## src/rtl/batch_addr_sched.sv

```systemverilog
// Address scheduler for a four-segment sample RAM: one write stream plus forward and backward read streams.
// Optional macro BATCH_SCHED_SEGCNT_EN adds a 16-bit completed-segment counter output (seg_count).
module batch_addr_sched #(
   parameter  int DEPTH = 19,
   localparam int AW    = $clog2(4*DEPTH)
) (
   input  logic          clk,
   input  logic          rst,
   input  logic          in_valid,
   output logic          sample_write,
   output logic [AW-1:0] sample_addr_in,
   output logic [AW-1:0] sample_addr_out1,
   output logic [AW-1:0] sample_addr_out2,
   output logic [AW-1:0] sample_addr_out3,
   output logic          rd_valid_f,
   output logic          rd_valid_b,
   output logic          seg_start
`ifdef BATCH_SCHED_SEGCNT_EN
   ,
   output logic [15:0]   seg_count
`endif
);

   localparam int IW = $clog2(DEPTH);

   typedef enum logic [1:0] {FILL0, FILL1, FILL2, RUN} state_e;

   state_e        state_q, state_d;
   logic [1:0]    wseg_q, wseg_d;
   logic [IW-1:0] idx_q, idx_d;
   logic          write_q, write_d;
   logic [AW-1:0] addr_in_q, addr_in_d;
   logic [AW-1:0] addr_out1_q, addr_out1_d;
   logic [AW-1:0] addr_out2_q, addr_out2_d;
   logic [AW-1:0] addr_out3_q, addr_out3_d;
   logic          rd_valid_f_q, rd_valid_f_d;
   logic          rd_valid_b_q, rd_valid_b_d;
   logic          seg_start_q, seg_start_d;
   logic          seg_done;
   logic [AW-1:0] idx_fwd, idx_rev;
`ifdef BATCH_SCHED_SEGCNT_EN
   logic [15:0]   seg_count_q, seg_count_d;
`endif

   // Segment arithmetic is 2-bit, so (wseg - k) wraps mod 4 for free.
   function automatic logic [AW-1:0] seg_base(input logic [1:0] seg);
      return AW'(seg) * AW'(DEPTH);
   endfunction

   assign seg_done = (idx_q == IW'(DEPTH-1));
   assign idx_fwd  = AW'(idx_q);
   assign idx_rev  = AW'(DEPTH-1) - AW'(idx_q);

   always_comb begin
      // NOTE: every signal assigned here gets a default first, so no path can infer a latch.
      state_d      = state_q;
      wseg_d       = wseg_q;
      idx_d        = idx_q;
      write_d      = 1'b0;
      addr_in_d    = addr_in_q;
      addr_out1_d  = addr_out1_q;
      addr_out2_d  = addr_out2_q;
      addr_out3_d  = addr_out3_q;
      rd_valid_f_d = 1'b0;
      rd_valid_b_d = 1'b0;
      seg_start_d  = 1'b0;
`ifdef BATCH_SCHED_SEGCNT_EN
      seg_count_d  = seg_count_q;
`endif
      if (in_valid) begin
         write_d      = 1'b1;
         addr_in_d    = seg_base(wseg_q)        + idx_fwd;
         addr_out1_d  = seg_base(wseg_q - 2'd1) + idx_fwd;
         addr_out2_d  = seg_base(wseg_q - 2'd2) + idx_rev;
         addr_out3_d  = seg_base(wseg_q - 2'd3) + idx_rev;
         rd_valid_f_d = (state_q != FILL0);
         rd_valid_b_d = (state_q == RUN);
         seg_start_d  = (idx_q == '0);
         if (seg_done) begin
            idx_d  = '0;
            wseg_d = wseg_q + 2'd1;
            case (state_q)
               FILL0:   state_d = FILL1;
               FILL1:   state_d = FILL2;
               default: state_d = RUN;
            endcase
`ifdef BATCH_SCHED_SEGCNT_EN
            seg_count_d = seg_count_q + 16'd1;
`endif
         end else begin
            idx_d = idx_q + 1'b1;
         end
      end
   end

   always_ff @(posedge clk) begin
      // NOTE: non-blocking assignments keep every flop sampling pre-edge values, independent of statement order.
      if (rst) begin
         state_q      <= FILL0;
         wseg_q       <= '0;
         idx_q        <= '0;
         write_q      <= 1'b0;
         addr_in_q    <= '0;
         addr_out1_q  <= '0;
         addr_out2_q  <= '0;
         addr_out3_q  <= '0;
         rd_valid_f_q <= 1'b0;
         rd_valid_b_q <= 1'b0;
         seg_start_q  <= 1'b0;
`ifdef BATCH_SCHED_SEGCNT_EN
         seg_count_q  <= '0;
`endif
      end else begin
         state_q      <= state_d;
         wseg_q       <= wseg_d;
         idx_q        <= idx_d;
         write_q      <= write_d;
         addr_in_q    <= addr_in_d;
         addr_out1_q  <= addr_out1_d;
         addr_out2_q  <= addr_out2_d;
         addr_out3_q  <= addr_out3_d;
         rd_valid_f_q <= rd_valid_f_d;
         rd_valid_b_q <= rd_valid_b_d;
         seg_start_q  <= seg_start_d;
`ifdef BATCH_SCHED_SEGCNT_EN
         seg_count_q  <= seg_count_d;
`endif
      end
   end

   assign sample_write     = write_q;
   assign sample_addr_in   = addr_in_q;
   assign sample_addr_out1 = addr_out1_q;
   assign sample_addr_out2 = addr_out2_q;
   assign sample_addr_out3 = addr_out3_q;
   assign rd_valid_f       = rd_valid_f_q;
   assign rd_valid_b       = rd_valid_b_q;
   assign seg_start        = seg_start_q;
`ifdef BATCH_SCHED_SEGCNT_EN
   assign seg_count        = seg_count_q;
`endif

endmodule

```

## config.mk

```make
export PLATFORM = sky130hd
export DESIGN_NAME = batch_addr_sched
export DESIGN_NICKNAME = d
export VERILOG_FILES = /design/src/rtl/batch_addr_sched.sv
export SDC_FILE = /design/constraint.sdc
export NUM_CORES = 1
export LEC_CHECK = 0
export ABC_AREA = 0
export BUFFER_PORTS_ARGS = -buffer_cell sky130_fd_sc_hd__buf_2
export CAP_MARGIN = 20
export CORE_MARGIN = 3
export CORE_UTILIZATION = 30
export CTS_BUF_LIST = sky130_fd_sc_hd__clkbuf_8 sky130_fd_sc_hd__clkbuf_16
export CTS_CLUSTER_DIAMETER = 30
export CTS_CLUSTER_SIZE = 10
export DETAILED_ROUTE_END_ITERATION = 10
export PLACE_DENSITY_LB_ADDON = 0.1
export SYNTH_ARGS = -nofsm -noshare
export SYNTH_HDL_FRONTEND = slang
export SYNTH_SLANG_ARGS = --single-unit
```

## constraint.sdc

```tcl
create_clock -name clk -period 2.6 [get_ports clk]
set_input_delay 0.52 -clock clk [delete_from_list [all_inputs] [get_ports clk]]
set_output_delay 0.52 -clock clk [all_outputs]
set_load 0.01 [all_outputs]
```

==> tab_implementation.tex, run 1 <==
\begin{tabular}{lr}
\hline
Metric & Value \\
\hline
\multicolumn{2}{l}{\textbf{Clock tree}} \\
\quad Clock Sink Count & 39 \\
\quad Insertion delay of the later-clocked pin in the worst-skew pair & 300 ps \\
\quad Hold bufs inserted after CTS & 0 \\
\quad Inserted Clock Buffers & 5 \\
\quad CTS Root Cell & clkbuf\_8 \\
\quad Clock tree from TritonCTS & yes \\
\quad Buffers inserted by post-CTS timing repair & 0 \\
\quad Register clock-pin slew on the reported worst setup and hold paths & 80 ps \\
\quad Maximum level of the CTS H-tree & 2 \\
\quad CTS Buffer Depth & 2 \\
\quad Post\_cts resized & 0 \\
\multicolumn{2}{l}{\textbf{Layout}} \\
\quad Layout cell share with drive strength beyond 1 & 22.33\% \\
\quad Most common cell after layout, fill and taps aside & dfxtp\_1 \\
\quad Antenna diode count & 0 \\
\quad Final Instance Count excl. Fillers & 402 \\
\quad Post-route cell area & 2945 um2 \\
\quad Layout Area Growth over Synthesis & 19.07\% \\
\quad Sequential cell area & 780.7 um2 \\
\quad Top library cells by usage in the layout, fill and taps aside & dfxtp\_1 (39), buf\_2 (34), ha\_1 (31), nor2\_1 (28), inv\_1 (22) \\
\quad Final-layout fill cell count & 845 \\
\quad Combined area of the multi-input logic cells & 1562 um2 \\
\quad Final-stage net count & 341 \\
\multicolumn{2}{l}{\textbf{Die}} \\
\quad X dimension of the die & 96.81 um \\
\quad Number of rows created at floorplan & 32 \\
\quad Number of top-level pins & 35 \\
\quad Core area & 7848 um2 \\
\quad Die Outline Area & 9371 um2 \\
\quad Height of the die & 96.81 um \\
\quad Initial core utilization & 31.52\% \\
\multicolumn{2}{l}{\textbf{Route}} \\
\quad Via total after detailed routing & 1905 \\
\quad Residual DRC & 0 \\
\quad Via-per-instance ratio & 4.739 \\
\quad Mean routed wirelength per cell & 13.53 um \\
\quad Iteration-0 DRC Markers & 71 \\
\quad Antenna viol nets, final & 0 \\
\quad Routed wire length & 5438 um \\
\quad Number of detailed-route iterations in the first pass & 4 \\
\multicolumn{2}{l}{\textbf{Place}} \\
\quad Total of buffers placed on input and output ports & 34 \\
\quad Gp weighted congestion & 0.7477 \\
\quad Post-detailed-placement cell area & 2790 um2 \\
\quad Placed wire-length estimate & 4044 um \\
\quad Number of cells after detailed placement & 394 \\
\multicolumn{2}{l}{\textbf{Power and ir drop}} \\
\quad Maximum resistive drop on vdd & 0.2295 mV \\
\quad Total power per unit cell area & 497.5 nW/um2 \\
\quad Leak & 1.363 nW \\
\quad Post-layout total power & 1.465 mW \\
\multicolumn{2}{l}{\textbf{STA}} \\
\quad Number of max-slew violations in the final report & 0 \\
\quad Setup violation total in the final timing report & 0 \\
\quad Final worst-path cycle share & 92.86\% \\
\quad Max-slew headroom & 65.68\% \\
\quad Smallest hold slack & 477.0 ps \\
\quad Final Hold Violating Endpoints & 0 \\
\quad Unrepaired setup endpoints after global routing & no \\
\quad Setup\_tns & 0 ps \\
\quad Layout Skew & 5.012 ps \\
\quad Final critical-path required period & 2414 ps \\
\quad Transition time of the tightest slew-check pin & 514.8 ps \\
\quad Maximum operating frequency & 0.4142 GHz \\
\multicolumn{2}{l}{\textbf{Logic synthesis}} \\
\quad Sequential fraction of the synthesis area & 31.56\% \\
\quad Synthesized cell area & 2474 um2 \\
\quad Post-synthesis net count & 300 \\
\quad Dominant register cell in the synthesized netlist & dfxtp\_1 \\
\quad Number of register bits inferred by synthesis & 39 \\
\quad Count of cell types in the netlist & 46 \\
\quad Avg Synthesized Cell Area & 9.588 um2 \\
\quad Warnings from Yosys & 0 \\
\quad EDFF count, synth & 0 \\
\quad Synth async-reset ratio & 0\% \\
\quad Cell count after synthesis & 258 \\
\multicolumn{2}{l}{\textbf{Critical path}} \\
\quad Kind of end point of the critical path & flop \\
\quad Delay of the slowest cell on the worst path & 430 ps \\
\quad Data required, critical path & 2810 ps \\
\quad Library cell contributing the largest single delay on the critical path & a211oi\_1 \\
\quad Critical path, cell by cell & buf\_4, ha\_1, xor2\_1, ha\_1, ha\_1, a211oi\_1, nor3\_1, a311oi\_1 \\
\quad Data arrival, critical path & 2630 ps \\
\quad Critical Path Source Type & flop \\
\quad Most repeated library cell on the critical path & ha\_1 \\
\quad Highest fanout seen on the critical path & 9 \\
\quad Kind of critical path & reg2reg \\
\multicolumn{2}{l}{\textbf{GRT}} \\
\quad Congestion Overflow GR & 0 \\
\quad Maximum number of pins on one net before global-route repair & 29 \\
\quad Global-route wire length before repair & 9515 um \\
\quad Initial antenna violation count & 0 \\
\quad Gr usage total & 12.32\% \\
\quad Via count of the first global-routing pass & 1908 \\
\multicolumn{2}{l}{\textbf{Run}} \\
\quad Max-Cap Viols & 0 \\
\multicolumn{2}{l}{\textbf{Hold path}} \\
\quad Worst min path class & reg2reg \\
\multicolumn{2}{l}{\textbf{Run status}} \\
\quad Result of the run & finished, final reports clean \\
\hline
\end{tabular}
-- registers in the layout, indices dropped and copies added, names as in the netlist --
register,count
seg_start,1
rd_valid_b,1
sample_addr_in,7
sample_addr_out2,6
idx_q,5
state_q,2
sample_addr_out1,7
rd_valid_f,1
sample_write,1
sample_addr_out3,6
wseg_q,2
-- worst max-delay path: cells and delay by family, from the launching register on --
kind	cells	cell delay (ps)
buffers and inverters	1	170
xor gates and xnor gates	1	230
DFF	1	330
adders and majority gates	3	780
AOI/OAI and AO/OA	2	700
and+or+nand+nor	1	120
-- power by group --
group          switching, mW  internal, mW
Clock                  0.232         0.311
Sequential            0.0156         0.632
Combinational          0.150         0.124
-- synthesized netlist by cell type, types with 6 or more instances --
cell | count | share of area [%]
dfxtp_1 | 39 | 32
ha_1 | 33 | 17
nor2_1 | 28 | 4.2
inv_1 | 22 | 3.3
mux2i_1 | 13 | 5.3
a21oi_1 | 11 | 2.2
xnor2_1 | 8 | 2.8
nor3_1 | 7 | 1.4
a211oi_1 | 6 | 1.8
a311oi_1 | 6 | 2.1
buf_2 | 6 | 1.2
fa_1 | 6 | 4.9
xor2_1 | 6 | 2.1
-- final timing paths --
path         cells past startpoint                      startpoint  slack (ps)                                to
max                              8           idx_q[1]$_SDFFE_PP0P_         190  sample_addr_out2[6]$_SDFFE_PP0P_
min                              2  sample_addr_in[2]$_SDFFE_PP0P_         480    sample_addr_in[2]$_SDFFE_PP0P_
max reg2reg                      8           idx_q[1]$_SDFFE_PP0P_         190  sample_addr_out2[6]$_SDFFE_PP0P_
min reg2reg                      2  sample_addr_in[2]$_SDFFE_PP0P_         480    sample_addr_in[2]$_SDFFE_PP0P_
-- per-stage QoR --
step	util (%)	setup WS, ps
global placement	35.55	111.9
detailed placement	35.55	109.8
global route	37.53	52.86
floorplan	-	9.659
finish	37.53	185.6
CTS	37.05	68.81
-- kinds of logic (layout without fill, tap and decap cells) --
logic type,count (synthesis),after routing,synth area share (%)
flip-flops,39,39,31.56
AND/OR/NAND/NOR,74,74,16.69
buffers and inverters,36,78,6.828
multiplexers,13,13,5.260
AO/OA/AOI/OAI,43,43,13.15
adder cells (fa/ha/maj),39,39,21.55
XOR/XNOR,14,14,4.957
-- layer usage --
layer,part of all wire (%),routed length (um),track usage [%]
met5,0,0,0
met1,51,2771,16.81
met3,3.2,174,2.740
met2,45,2441,19.48
met4,0.94,51,3.564
-- layout make-up --
type                    instances  share of cell area, %
clock inverters                 2                  1.189
flip-flops and latches         39                  26.51
inverters                      22                  2.804
repair buffers                 48                  9.346
multi-input cells             183                  53.02
well taps                     102                  4.333
clock buffers                   6                  2.804
Note: power is estimated with default switching activity, not from simulation.
==> run 2, diff against run 1 <==
- PLACE_DENSITY: default -> 0.58
- PLACE_DENSITY_LB_ADDON: 0.1 -> default
==> run 2 against run 1 <==
Against the previous run: critical path depth up 2; critical endpoint is now sample_addr_out2[5]$_SDFFE_PP0P_; highest routed layer unchanged; die area unchanged; setup slack worse by 2.1 ps; largest power group unchanged.
==> tab_implementation.tex, run 2 (synthesis gave the netlist of run 1 again) <==
\begin{tabular}{lr}
\hline
Metric & Value \\
\hline
\multicolumn{2}{l}{\textbf{Route}} \\
\quad Via total after detailed routing & 1895 \\
\quad Iteration-0 DRC Markers & 57 \\
\quad Routed wire length & 5302 um \\
\quad Number of detailed-route iterations in the first pass & 4 \\
\quad Mean routed wirelength per cell & 13.16 um \\
\quad Via-per-instance ratio & 4.702 \\
\quad Antenna viol nets, final & 0 \\
\quad Residual DRC & 0 \\
\multicolumn{2}{l}{\textbf{Clock tree}} \\
\quad Register clock-pin slew on the reported worst setup and hold paths & 80 ps \\
\quad Inserted Clock Buffers & 5 \\
\quad Clock Sink Count & 39 \\
\quad CTS Buffer Depth & 2 \\
\quad CTS Root Cell & clkbuf\_8 \\
\quad Maximum level of the CTS H-tree & 2 \\
\quad Buffers inserted by post-CTS timing repair & 0 \\
\quad Clock tree from TritonCTS & yes \\
\quad Insertion delay of the later-clocked pin in the worst-skew pair & 290 ps \\
\multicolumn{2}{l}{\textbf{Critical path}} \\
\quad Critical path, cell by cell & inv\_1, ha\_1, inv\_1, fa\_1, ha\_1, inv\_1, fa\_2, nand2b\_1, a211o\_1, o211ai\_1 \\
\quad Critical register-to-register path endpoint & sample\_addr\_out2[5]\$\_SDFFE\_PP0P\_ \\
\quad Data arrival, critical path & 2630 ps \\
\quad Critical Path Source Type & flop \\
\quad Highest fanout seen on the critical path & 2 \\
\quad Delay of the slowest cell on the worst path & 480 ps \\
\quad Family with the most delay on the worst path & adder cells \\
\quad Worst reg2reg path startpoint & idx\_q[0]\$\_SDFFE\_PP0P\_ \\
\quad Critical path buffers and inverters & 3 \\
\quad Most repeated library cell on the critical path & inv\_1 \\
\quad Library cell contributing the largest single delay on the critical path & fa\_1 \\
\quad Minimum setup slack among reg-to-reg paths & 180 ps \\
\quad Data required, critical path & 2820 ps \\
\quad Register-to-Register Path Depth & 10 \\
\quad Kind of end point of the critical path & flop \\
\quad Kind of critical path & reg2reg \\
\multicolumn{2}{l}{\textbf{Layout}} \\
\quad Antenna diode count & 0 \\
\quad Layout Area Growth over Synthesis & 17.96\% \\
\quad Most common cell after layout, fill and taps aside & dfxtp\_1 \\
\quad Top library cells by usage in the layout, fill and taps aside & dfxtp\_1 (39), buf\_2 (34), ha\_1 (33), nor2\_1 (28), inv\_1 (23) \\
\quad Post-route cell area & 2918 um2 \\
\quad Final-layout fill cell count & 839 \\
\quad Layout cell share with drive strength beyond 1 & 21.59\% \\
\quad Final-stage net count & 342 \\
\multicolumn{2}{l}{\textbf{Place}} \\
\quad Post-detailed-placement cell area & 2798 um2 \\
\quad Placed wire-length estimate & 4001 um \\
\quad Total of buffers placed on input and output ports & 34 \\
\quad Gp weighted congestion & 0.8313 \\
\multicolumn{2}{l}{\textbf{Power and ir drop}} \\
\quad Switching Share & 27.87\% \\
\quad Power share of the sequential group & 47.2\% \\
\quad Int Pwr & 0.9920 mW \\
\quad Switching power & 0.3832 mW \\
\quad Portion of total power attributed to the clock network & 33.0\% \\
\quad Maximum resistive drop on vdd & 0.1823 mV \\
\quad Leak & 1.360 nW \\
\quad Total power per unit cell area & 471.3 nW/um2 \\
\quad Combinational fraction of design power & 19.8\% \\
\multicolumn{2}{l}{\textbf{STA}} \\
\quad Setup\_tns & 0 ps \\
\quad Final Hold Violating Endpoints & 0 \\
\quad Transition time of the tightest slew-check pin & 496.5 ps \\
\quad Number of max-slew violations in the final report & 0 \\
\quad Final worst-path cycle share & 92.94\% \\
\quad Maximum operating frequency & 0.4138 GHz \\
\quad Max-slew headroom & 66.90\% \\
\quad Final critical-path required period & 2417 ps \\
\quad Layout Skew & 4.105 ps \\
\quad Setup violation total in the final timing report & 0 \\
\quad Smallest hold slack & 475.5 ps \\
\multicolumn{2}{l}{\textbf{Die}} \\
\quad Core area & 7848 um2 \\
\quad Number of rows created at floorplan & 32 \\
\quad X dimension of the die & 96.81 um \\
\quad Die Outline Area & 9371 um2 \\
\quad Height of the die & 96.81 um \\
\quad Number of top-level pins & 35 \\
\quad Initial core utilization & 31.52\% \\
\multicolumn{2}{l}{\textbf{GRT}} \\
\quad Via count of the first global-routing pass & 1884 \\
\quad Congestion Overflow GR & 0 \\
\quad Maximum number of pins on one net before global-route repair & 30 \\
\quad Gr usage total & 11.70\% \\
\quad Initial antenna violation count & 0 \\
\quad Global-route wire length before repair & 9121 um \\
\multicolumn{2}{l}{\textbf{Run}} \\
\quad Max-Cap Viols & 0 \\
\multicolumn{2}{l}{\textbf{Run status}} \\
\quad Result of the run & finished, final reports clean \\
\multicolumn{2}{l}{\textbf{Hold path}} \\
\quad Worst min path class & reg2reg \\
\quad Start point of the worst min-delay path & sample\_addr\_in[2]\$\_SDFFE\_PP0P\_ \\
\quad Terminating pin of the worst hold path & sample\_addr\_in[2]\$\_SDFFE\_PP0P\_ \\
\quad Number of stages on the worst hold path & 2 \\
\hline
\end{tabular}
## run 2: worst min-delay path: stages, from the launching register on
cell	delay, ps
dfxtp_1	310
nor2_1	80
a211oi_1	40
## run 2: through the flow
stage / util (%) / total power [mW] / worst slack, ps / instances
4_1_cts: 36.93 / 1.395 / 128.2 / 403
3_5_place_dp: 35.65 / 0.9320 / 155.2 / 395
2_1_floorplan: - / 0.8473 / 9.659 / 258
5_1_grt: 37.18 / 1.457 / -5.235 / 403
6_report: 37.18 / 1.375 / 183.4 / 403
3_3_place_gp: 35.65 / 0.9277 / 178.7 / 395
## run 2: final cells by class
cell class              count  area, um2  share of cell area [%]
clock buffers               7      96.34                   3.302
clock inverters             1      3.754                  0.1286
inverters                  22      82.58                   2.830
multi-input cells         183       1544                   52.92
flip-flops and latches     39      780.7                   26.76
well taps                 102      127.6                   4.374
repair buffers             49      282.8                   9.691
## run 2: power groups by stage
stage / Combinational [mW] / Clock (mW) / Sequential [mW]
3_3_place_gp: 0.264 / 0 / 0.663
6_report: 0.273 / 0.454 / 0.649
4_1_cts: 0.271 / 0.475 / 0.649
5_1_grt: 0.307 / 0.496 / 0.654
2_1_floorplan: 0.164 / 0 / 0.683
3_5_place_dp: 0.269 / 0 / 0.663
## run 2: how the worst max path moves through the flow
stage | to | depth (start not counted) | startpoint
after detailed placement | sample_addr_out3[6]$_SDFFE_PP0P_ | 8 | idx_q[1]$_SDFFE_PP0P_
after global placement | sample_addr_out2[6]$_SDFFE_PP0P_ | 8 | idx_q[1]$_SDFFE_PP0P_
after CTS | sample_addr_out3[6]$_SDFFE_PP0P_ | 8 | idx_q[1]$_SDFFE_PP0P_
final | sample_addr_out2[5]$_SDFFE_PP0P_ | 10 | idx_q[0]$_SDFFE_PP0P_
after floorplan | sample_addr_out2[5]$_SDFFE_PP0P_ | 10 | idx_q[1]$_SDFFE_PP0P_
after global routing | sample_addr_out3[5]$_SDFFE_PP0P_ | 9 | wseg_q[1]$_SDFFE_PP0P_
## run 2: per-layer routing
layer	share of wire (%)	global-route usage, %	wire length (um)
met2	45	18.15	2386
met5	0	0	0
met1	51	16.31	2680
met3	3.4	2.596	180
met4	1.0	3.240	55
## run 2: repair_timing
action / 4_1_cts / 5_1_grt
gates resized for setup: 0 / 4
hold buffers: 0 / 0
endpoints found under the setup margin: 0 / 6
==> run 3, diff against run 2 <==
- CORE_UTILIZATION: 30 -> 35
- PLACE_DENSITY: 0.58 -> 0.62
- clock period: 2.6 -> 2.5 ns (I/O delays scaled with it)
==> run 3 against run 2 <==
Against the previous run: via count increased by 0.42%; clock-buffer cell count decreased by 2; fmax increased by 0.78%; sequential power increased by 4.2%; global-route usage increased by 2.1 points; highest routed layer unchanged.
==> tab_implementation.tex, run 3 (synthesis gave the netlist of run 1 again) <==
\begin{tabular}{lr}
\hline
Metric & Value \\
\hline
\multicolumn{2}{l}{\textbf{Die}} \\
\quad Die Outline Area & 8113 um2 \\
\quad Number of top-level pins & 35 \\
\quad Height of the die & 90.07 um \\
\quad Core area & 6832 um2 \\
\quad X dimension of the die & 90.07 um \\
\quad Number of rows created at floorplan & 30 \\
\quad Initial core utilization & 36.21\% \\
\multicolumn{2}{l}{\textbf{Critical path}} \\
\quad Delay of the slowest cell on the worst path & 480 ps \\
\quad Family with the most delay on the worst path & adder cells \\
\quad Kind of end point of the critical path & flop \\
\quad Most repeated library cell on the critical path & inv\_1 \\
\quad Highest fanout seen on the critical path & 3 \\
\quad Library cell contributing the largest single delay on the critical path & fa\_1 \\
\quad Worst reg2reg path startpoint & idx\_q[0]\$\_SDFFE\_PP0P\_ \\
\quad Data arrival, critical path & 2620 ps \\
\quad Launching instance or port of the critical path & idx\_q[0]\$\_SDFFE\_PP0P\_ \\
\quad Critical Path Source Type & flop \\
\quad Critical path, cell by cell & inv\_1, ha\_1, inv\_1, fa\_1, ha\_2, inv\_1, fa\_2, nand2b\_1, a211o\_1, o211ai\_1 \\
\quad Kind of critical path & reg2reg \\
\quad Data required, critical path & 2720 ps \\
\quad Critical path buffers and inverters & 3 \\
\multicolumn{2}{l}{\textbf{Clock tree}} \\
\quad Inserted Clock Buffers & 5 \\
\quad Maximum level of the CTS H-tree & 2 \\
\quad Hold bufs inserted after CTS & 0 \\
\quad Register clock-pin slew on the reported worst setup and hold paths & 70 ps \\
\quad CTS Buffer Depth & 2 \\
\quad Clock Sink Count & 39 \\
\quad CTS Root Cell & clkbuf\_8 \\
\quad Insertion delay of the later-clocked pin in the worst-skew pair & 300 ps \\
\quad Clock tree from TritonCTS & yes \\
\multicolumn{2}{l}{\textbf{Route}} \\
\quad Antenna viol nets, final & 0 \\
\quad Iteration-0 DRC Markers & 105 \\
\quad Via-per-instance ratio & 4.781 \\
\quad Routed wire length & 5322 um \\
\quad Mean routed wirelength per cell & 13.37 um \\
\quad Residual DRC & 0 \\
\quad Number of detailed-route iterations in the first pass & 4 \\
\quad Via total after detailed routing & 1903 \\
\multicolumn{2}{l}{\textbf{GRT}} \\
\quad Congestion Overflow GR & 0 \\
\quad Via count of the first global-routing pass & 1933 \\
\quad Gr usage total & 13.77\% \\
\quad Maximum number of pins on one net before global-route repair & 31 \\
\quad Initial antenna violation count & 0 \\
\quad Global-route wire length before repair & 9059 um \\
\multicolumn{2}{l}{\textbf{Power and ir drop}} \\
\quad Combinational fraction of design power & 20.3\% \\
\quad Post-layout total power & 1.372 mW \\
\quad Portion of total power attributed to the clock network & 30.4\% \\
\quad Int Pwr & 0.9716 mW \\
\quad Leak & 1.360 nW \\
\quad Maximum resistive drop on vdd & 0.1949 mV \\
\quad Switching Share & 29.17\% \\
\quad Power share of the sequential group & 49.3\% \\
\quad Switching power & 0.4001 mW \\
\quad Total power per unit cell area & 467.3 nW/um2 \\
\multicolumn{2}{l}{\textbf{Layout}} \\
\quad Top library cells by usage in the layout, fill and taps aside & dfxtp\_1 (37), buf\_2 (34), ha\_1 (31), nor2\_1 (28), inv\_1 (24) \\
\quad Final-layout fill cell count & 714 \\
\quad Antenna diode count & 0 \\
\quad Layout Area Growth over Synthesis & 18.66\% \\
\quad Most common cell after layout, fill and taps aside & dfxtp\_1 \\
\quad Layout cell share with drive strength beyond 1 & 23.18\% \\
\quad Final-stage net count & 343 \\
\multicolumn{2}{l}{\textbf{STA}} \\
\quad Transition time of the tightest slew-check pin & 530.6 ps \\
\quad Max-slew headroom & 64.62\% \\
\quad Final Hold Violating Endpoints & 0 \\
\quad Setup\_tns & 0 ps \\
\quad Final worst-path cycle share & 95.91\% \\
\quad Layout Skew & 8.450 ps \\
\quad Final critical-path required period & 2398 ps \\
\quad Number of max-slew violations in the final report & 0 \\
\quad Setup violation total in the final timing report & 0 \\
\quad Smallest hold slack & 475.9 ps \\
\quad Maximum operating frequency & 0.4171 GHz \\
\multicolumn{2}{l}{\textbf{Place}} \\
\quad Placed wire-length estimate & 3990 um \\
\quad Total of buffers placed on input and output ports & 34 \\
\quad Gp weighted congestion & 0.8256 \\
\multicolumn{2}{l}{\textbf{Hold path}} \\
\quad Worst min path class & reg2reg \\
\quad Start point of the worst min-delay path & sample\_addr\_out2[2]\$\_SDFFE\_PP0P\_ \\
\multicolumn{2}{l}{\textbf{Run}} \\
\quad Max-Cap Viols & 0 \\
\multicolumn{2}{l}{\textbf{Run status}} \\
\quad Result of the run & finished, final reports clean \\
\hline
\end{tabular}
-- run 3: cell types whose count changed in the layout (fill, tap and decap cells not counted), sizes merged --
cell    delta
clkbuf     -2
clkinv     +1
buf        +1
inv        +1
-- run 3: worst min-delay path: cells and delay by family, from the launching register on --
kind	cells	cell delay (ps)
flops	1	310
simple gates	1	80
compound gates	1	40
-- run 3: final cells by class --
cell class              count  area (um2)  area share [%]
clock inverters             3       12.51          0.4263
clock buffers               5       68.82           2.344
well taps                  96       120.1           4.092
repair buffers             50       290.3           9.889
flip-flops and latches     39       783.3           26.68
inverters                  22       82.58           2.813
multi-input cells         183        1578           53.75
-- run 3: path summary, 6_finish.rpt --
kind	cells after the start	slack [ps]	endpoint
hold reg to reg	2	480	sample_addr_out2[2]$_SDFFE_PP0P_
setup reg to reg	10	100	sample_addr_out2[5]$_SDFFE_PP0P_
setup / recovery	10	100	sample_addr_out2[5]$_SDFFE_PP0P_
hold / removal	2	480	sample_addr_out2[2]$_SDFFE_PP0P_
-- run 3: timing repair --
action                                  4_1_cts  5_1_grt
endpoints found under the setup margin        0        8
resized for setup                             0        9
buffers inserted                              0        1
-- run 3: power by group through the flow --
| stage | Clock, mW | Combinational, mW | Sequential [mW] |
|---|---|---|---|
| finish | 0.417 | 0.279 | 0.676 |
| global route | 0.456 | 0.315 | 0.681 |
| CTS | 0.432 | 0.278 | 0.676 |
| detailed placement | 0 | 0.276 | 0.691 |
| global placement | 0 | 0.270 | 0.691 |
| floorplan | 0 | 0.170 | 0.712 |
-- run 3: metal layers --
metal / track usage [%] / share of wire, % / vias up
met2: 23.21 / 48 / 26
met4: 5.740 / 1.8 / 0
li1: - / - / 993
met1: 17.09 / 47 / 878
met5: 0 / 0 / -
met3: 2.762 / 3.0 / 6
-- run 3: stage by stage --
stage | utilization [%] | std cells | instance area (um2) | setup WS [ps]
floorplan | - | 258 | 2476 | 12.94
global placement | 40.88 | 389 | 2793 | 99.11
detailed placement | 40.88 | 389 | 2793 | 17.67
CTS | 42.07 | 397 | 2874 | 17.30
global route | 42.97 | 398 | 2935 | -0.1288
finish | 42.97 | 398 | 2935 | 102.2
